## src/rtl/kp_pkg.sv

```systemverilog
// Shared definitions for the keypad scanner: matrix geometry, FSM states and
// the row-priority helper.
package kp_pkg;

  localparam int KEY_W = 4;
  localparam int ROWS  = 4;
  localparam int COLS  = 4;

  typedef enum logic [1:0] {
    SCAN     = 2'd0,
    DEBOUNCE = 2'd1,
    HELD     = 2'd2,
    RELEASE  = 2'd3
  } kp_state_e;

  // Index of the lowest-numbered active-low row; callers guarantee one is low.
  function automatic logic [1:0] lowest_low(input logic [ROWS-1:0] rows_n);
    logic [1:0] idx;
    idx = 2'd0;
    for (int i = ROWS - 1; i >= 0; i--) begin
      if (!rows_n[i]) idx = 2'(i);
    end
    return idx;
  endfunction

endpackage

```

## src/rtl/scan_tick_gen.sv

```systemverilog
// Free-running divider producing a one-cycle tick every SCAN_DIV clocks;
// each tick ends one column dwell period.
module scan_tick_gen #(
  parameter int SCAN_DIV = 100000
) (
  input  logic clock,
  input  logic reset,
  output logic tick
);

  localparam int DIV_W = $clog2(SCAN_DIV);
  localparam logic [DIV_W-1:0] DIV_LAST = DIV_W'(SCAN_DIV - 1);

  logic [DIV_W-1:0] div_q, div_d;

  assign tick  = (div_q == DIV_LAST);
  assign div_d = tick ? '0 : div_q + DIV_W'(1);

  always_ff @(posedge clock or posedge reset) begin
    if (reset) div_q <= '0;
    else       div_q <= div_d;
  end

endmodule

```

## src/rtl/keypad_scanner.sv

```systemverilog
// 4x4 matrix keypad scanner: rotating active-low column drive, debounced press
// and release, one key code per press over a valid/ack handshake.
module keypad_scanner
  import kp_pkg::*;
#(
  parameter int SCAN_DIV       = 100000,
  parameter int DEBOUNCE_SCANS = 4
) (
  input  logic             clock,
  input  logic             reset,
  input  logic [ROWS-1:0]  row_n,
  output logic [COLS-1:0]  col_n,
  output logic [KEY_W-1:0] key_code,
  output logic             key_valid,
  input  logic             key_ack,
  output logic             key_held,
  output logic             overrun
);

  localparam int CNT_W = $clog2(DEBOUNCE_SCANS + 1);
  localparam logic [CNT_W-1:0] CNT_LAST = CNT_W'(DEBOUNCE_SCANS - 1);

  logic             tick;
  logic [ROWS-1:0]  sync1_q, rows_s_q;
  kp_state_e        state_q, state_d;
  logic [1:0]       col_q, col_d;
  logic [1:0]       row_q, row_d;
  logic [CNT_W-1:0] cnt_q, cnt_d;
  logic [KEY_W-1:0] code_q, code_d;
  logic             valid_q, valid_d;
  logic             held_q, held_d;
  logic             ovr_q, ovr_d;
  logic             ack_take, row_low, confirm, release_done;

  scan_tick_gen #(.SCAN_DIV(SCAN_DIV)) u_tick (
    .clock (clock),
    .reset (reset),
    .tick  (tick)
  );

  always_ff @(posedge clock or posedge reset) begin
    if (reset) begin
      sync1_q  <= '1;
      rows_s_q <= '1;
    end else begin
      sync1_q  <= row_n;
      rows_s_q <= sync1_q;
    end
  end

  always_ff @(posedge clock or posedge reset) begin
    if (reset) begin
      state_q <= SCAN;
      col_q   <= '0;
      row_q   <= '0;
      cnt_q   <= '0;
      code_q  <= '0;
      valid_q <= 1'b0;
      held_q  <= 1'b0;
      ovr_q   <= 1'b0;
    end else begin
      state_q <= state_d;
      col_q   <= col_d;
      row_q   <= row_d;
      cnt_q   <= cnt_d;
      code_q  <= code_d;
      valid_q <= valid_d;
      held_q  <= held_d;
      ovr_q   <= ovr_d;
    end
  end

  always_comb begin
    state_d      = state_q;
    col_d        = col_q;
    row_d        = row_q;
    cnt_d        = cnt_q;
    code_d       = code_q;
    valid_d      = valid_q;
    held_d       = held_q;
    ovr_d        = ovr_q;
    confirm      = 1'b0;
    release_done = 1'b0;
    ack_take     = key_ack & valid_q;
    row_low      = ~rows_s_q[row_q];

    if (ack_take) begin
      valid_d = 1'b0;
      ovr_d   = 1'b0;
    end

    if (tick) begin
      case (state_q)
        SCAN: begin
          if (!(&rows_s_q)) begin
            row_d = lowest_low(rows_s_q);
            if (DEBOUNCE_SCANS == 1) begin
              confirm = 1'b1;
            end else begin
              cnt_d   = CNT_W'(1);
              state_d = DEBOUNCE;
            end
          end else begin
            col_d = col_q + 2'd1;
          end
        end
        DEBOUNCE: begin
          if (row_low) begin
            if (cnt_q == CNT_LAST) confirm = 1'b1;
            else                   cnt_d   = cnt_q + CNT_W'(1);
          end else begin
            cnt_d   = '0;
            col_d   = col_q + 2'd1;
            state_d = SCAN;
          end
        end
        HELD: begin
          if (!row_low) begin
            if (DEBOUNCE_SCANS == 1) begin
              release_done = 1'b1;
            end else begin
              cnt_d   = CNT_W'(1);
              state_d = RELEASE;
            end
          end
        end
        RELEASE: begin
          if (!row_low) begin
            if (cnt_q == CNT_LAST) release_done = 1'b1;
            else                   cnt_d        = cnt_q + CNT_W'(1);
          end else begin
            cnt_d   = '0;
            state_d = HELD;
          end
        end
        default: state_d = SCAN;
      endcase
    end

    // An ack in the same cycle consumed the old code, so it cannot overrun.
    if (confirm) begin
      code_d  = {row_d, col_q};
      valid_d = 1'b1;
      held_d  = 1'b1;
      ovr_d   = ovr_d | (valid_q & ~ack_take);
      cnt_d   = '0;
      state_d = HELD;
    end

    if (release_done) begin
      held_d  = 1'b0;
      cnt_d   = '0;
      col_d   = col_q + 2'd1;
      state_d = SCAN;
    end
  end

  assign col_n     = ~(COLS'(1) << col_q);
  assign key_code  = code_q;
  assign key_valid = valid_q;
  assign key_held  = held_q;
  assign overrun   = ovr_q;

endmodule

```

## config.mk

```make
export PLATFORM = sky130hd
export DESIGN_NAME = keypad_scanner
export DESIGN_NICKNAME = d
export VERILOG_FILES = /design/src/rtl/kp_pkg.sv /design/src/rtl/scan_tick_gen.sv /design/src/rtl/keypad_scanner.sv
export SDC_FILE = /design/constraint.sdc
export NUM_CORES = 1
export LEC_CHECK = 0
export BUFFER_PORTS_ARGS = -buffer_cell sky130_fd_sc_hd__buf_2
export CELL_PAD_IN_SITES_DETAIL_PLACEMENT = 1
export CELL_PAD_IN_SITES_GLOBAL_PLACEMENT = 1
export CORE_ASPECT_RATIO = 0.5
export CORE_MARGIN = 10
export CORE_UTILIZATION = 46
export DETAILED_ROUTE_END_ITERATION = 16
export PLACE_DENSITY = 0.81
export SLEW_MARGIN = 20
export SYNTH_ARGS = -nofsm -noshare
export SYNTH_HDL_FRONTEND = slang
export SYNTH_SLANG_ARGS = --single-unit
export TNS_END_PERCENT = 30
```

## constraint.sdc

```tcl
create_clock -name clock -period 2.4 [get_ports clock]
set_clock_uncertainty 0.05 [all_clocks]
set_input_delay 0.24 -clock clock [delete_from_list [all_inputs] [get_ports clock]]
set_output_delay 0.24 -clock clock [all_outputs]
set_load 0.03 [all_outputs]
```

==> results.md <==
- Yosys cell types: 44
- CTS Sinks: 41
- Setup Crit Path Kind: reg2reg
- Main flop type after synthesis: dfrtp_1
- Post-CTS sizing: 0
- Total design power: 1.24 mW
- DR iter-0 viols: 44
- Avg Cell Area, Syn: roughly 11 sq um
- Vias/cell: between 5 and 6
- Synth area leader: dfrtp_1
- Cells after synthesis: 180
- RD Place Congestion: 0.774
- Ratio of cells with drive above 1 in the final layout: 0.251
- Power Dens Cells: roughly 550 nW/um^2
- Final Net Count: roughly 220
- Status: finished, final reports clean
- Hold slack: around 38 ps
- Drt total wl: 4.48 mm
- Storage cell area: about 1000 sq um
- Leak Pwr: 1.02 nW
- Post-layout min period: ~2200 ps
- RSZ-0062 raised after global routing: no
- # Post-CTS Setup Buffers: 0
- Vias in the first global route: roughly 1600
- Antenna cells: 0
- TritonCTS clock tree: built
- Reg2reg start: u_tick.div_q[0]$_DFF_PP0_
- Period Utilization, post-route: 0.936
- DR WL/cell: 17.1 um
- Fill cells: 451
- Initial antenna violation count: 0
- Crit start category: register
- Max rail drop VDD: roughly 0.00022 V
- FF-to-FF setup slack: between 150 and 200 ps
- Ports: 18
- CTS H-tree lvls: 2
- Slew margin rel.: 0.577
- Met2 Use GR: 0.212
- Commonest non-fill, non-tap cells in the layout: 33 x dfrtp_1, 17 x nand2_1, 17 x buf_2
- DIE WIDTH: around 110 um
- Drt pass-1 iters: 4
- Async SR Flop Fraction: 1.00
- Die area: ~7500 sq um
- Post-layout util: 0.564
- Cells on worst reg2reg path: 5
- Final hold vios: 0
- TritonCTS Buffers: 5
- Final max-slew violation count: 0
- Vias: 1432
- Port Buffers: 17
- Leading cell type in the layout, fill and taps excluded: dfrtp_1
- Gr busiest metal: met2
- Synthesized net count: 193
- Initial Util: 0.493
- Clk Latency, worst-skew pair: 300 ps
- FP Rows: 16
- Total GRT Usage: 0.125
- Synthesis warning total: 0
- GRT met3 Usage: 0.0399
- Root buffer cell: clkbuf_8
- Congestion Overflow GR: 0
- Worst Path Required: about 2500 ps
- Area delta synth->final: 14.5%
- FF-to-FF End: col_q[1]$_DFFE_PP0P_
- Area contributors post-synth: dfrtp_1 42%, dfstp_2 11%, xnor2_1 4.9%, ha_1 3.8%, nand2_1 3.2%
- Routing usage on met1: 0.146
- First-pass GRT wire length: 7.53 mm
- Crit path max fanout: 6
- Worst setup startpoint: u_tick.div_q[0]$_DFF_PP0_
- DRT antenna net count: 0
- Largest net degree at the start of global routing: 42
- Multi-input logic area: 857 sq um
- Count of hold-fix buffers inserted at cts: 4
- Die height: roughly 66 um
- Final setup fails: 0
- Fmax: 445 MHz
- Final setup TNS: 0 ps
- Max-Cap Viols: 0
- Worst Path Arrival: between 2000 and 2500 ps
- Register area share after synthesis: 0.523
- Max Root-Sink Buffers: 2
- Worst Setup End Kind: register
- EDFF count, synth: 0
- Worst-path clk slew: 80 ps
- Post-Syn Area: around 2000 sq um
- Least-Margin Pin Slew: 628 ps
- Final HPWL DP: between 3 and 4 mm
- Flops & latches, synth: 41
- Post-route DRC: 0
- Core Area: a little over 4000 sq um
- Synth top area share: 0.417
- Min-Delay Path Class: in2async
[state kept, by name, summed over array words and instances (netlist names), named ones only]
name	cells
key_held	1
row_q	2
u_tick.div_q	17
sync1_q	4
col_q	2
cnt_q	3
key_valid	1
rows_s_q	4
state_q	2
key_code	4
[routing by layer]
layer | routed length [um] | vias to the layer above
li1 | - | 677
met1 | 2080 | 727
met2 | 2140 | 22
met3 | 205 | 6
met4 | 48 | 0
met5 | 0 | -
[cell usage after synthesis (3+ instances only)]
cell type / instances
dfrtp_1: 33
nand2_1: 17
inv_1: 16
nor2_1: 11
xnor2_1: 11
dfstp_2: 8
nand3_1: 7
o21ai_0: 7
ha_1: 6
a21oi_1: 5
mux2i_1: 5
nor3_1: 5
a31oi_1: 4
nand4_1: 4
nor4_1: 3
xor2_1: 3
[stage by stage]
| stage | worst slack [ps] | cells | area, sq um |
|---|---|---|---|
| floorplan | 251 | 180 | 1980 |
| global placement | 292 | 249 | 2130 |
| detailed placement | 194 | 249 | 2130 |
| CTS | 169 | 261 | 2270 |
| global route | 53.6 | 261 | 2270 |
| finish | 153 | 261 | 2270 |
[cell type report]
cell class,count,area share
Clock inverter,1,0.00221
Sequential cell,41,0.456
Clock buffer,7,0.0424
Tap cell,54,0.0298
Timing Repair Buffer,24,0.0650
Multi-Input combinational cell,118,0.378
Inverter,16,0.0265
[logic make-up (layout without fill, tap and decap cells)]
kind of cell               after synthesis  in the layout  synth area share
adders and majority gates                6              6            0.0379
muxes                                    9              9            0.0574
buffers and inverters                   21             48            0.0448
DFF                                     41             41             0.523
AOI/OAI and AO/OA                       23             23            0.0758
and+or+nand+nor                         66             66             0.199
xor gates and xnor gates                14             14            0.0619
[power by group]
part | switching, mW | internal (mW)
logic | 0.0213 | 0.0129
clock network | 0.241 | 0.260
registers | 0.00467 | 0.703
total | 0.267 | 0.976
[worst max-delay path by stage]
stage	to	slack, ps
floorplan	key_code[0]$_DFFE_PP0P_	250
global placement	key_code[0]$_DFFE_PP0P_	290
detailed placement	col_q[1]$_DFFE_PP0P_	190
CTS	col_q[1]$_DFFE_PP0P_	170
global route	col_q[1]$_DFFE_PP0P_	50
finish	col_q[1]$_DFFE_PP0P_	150
[worst max-delay path, stage by stage (launching register included)]
cell       delay [ps]
dfrtp_1           380
ha_1              240
and4_1            390
nand2_1           180
a2111oi_2         510
mux2_2            390
Power figures use the tool's default switching activity.
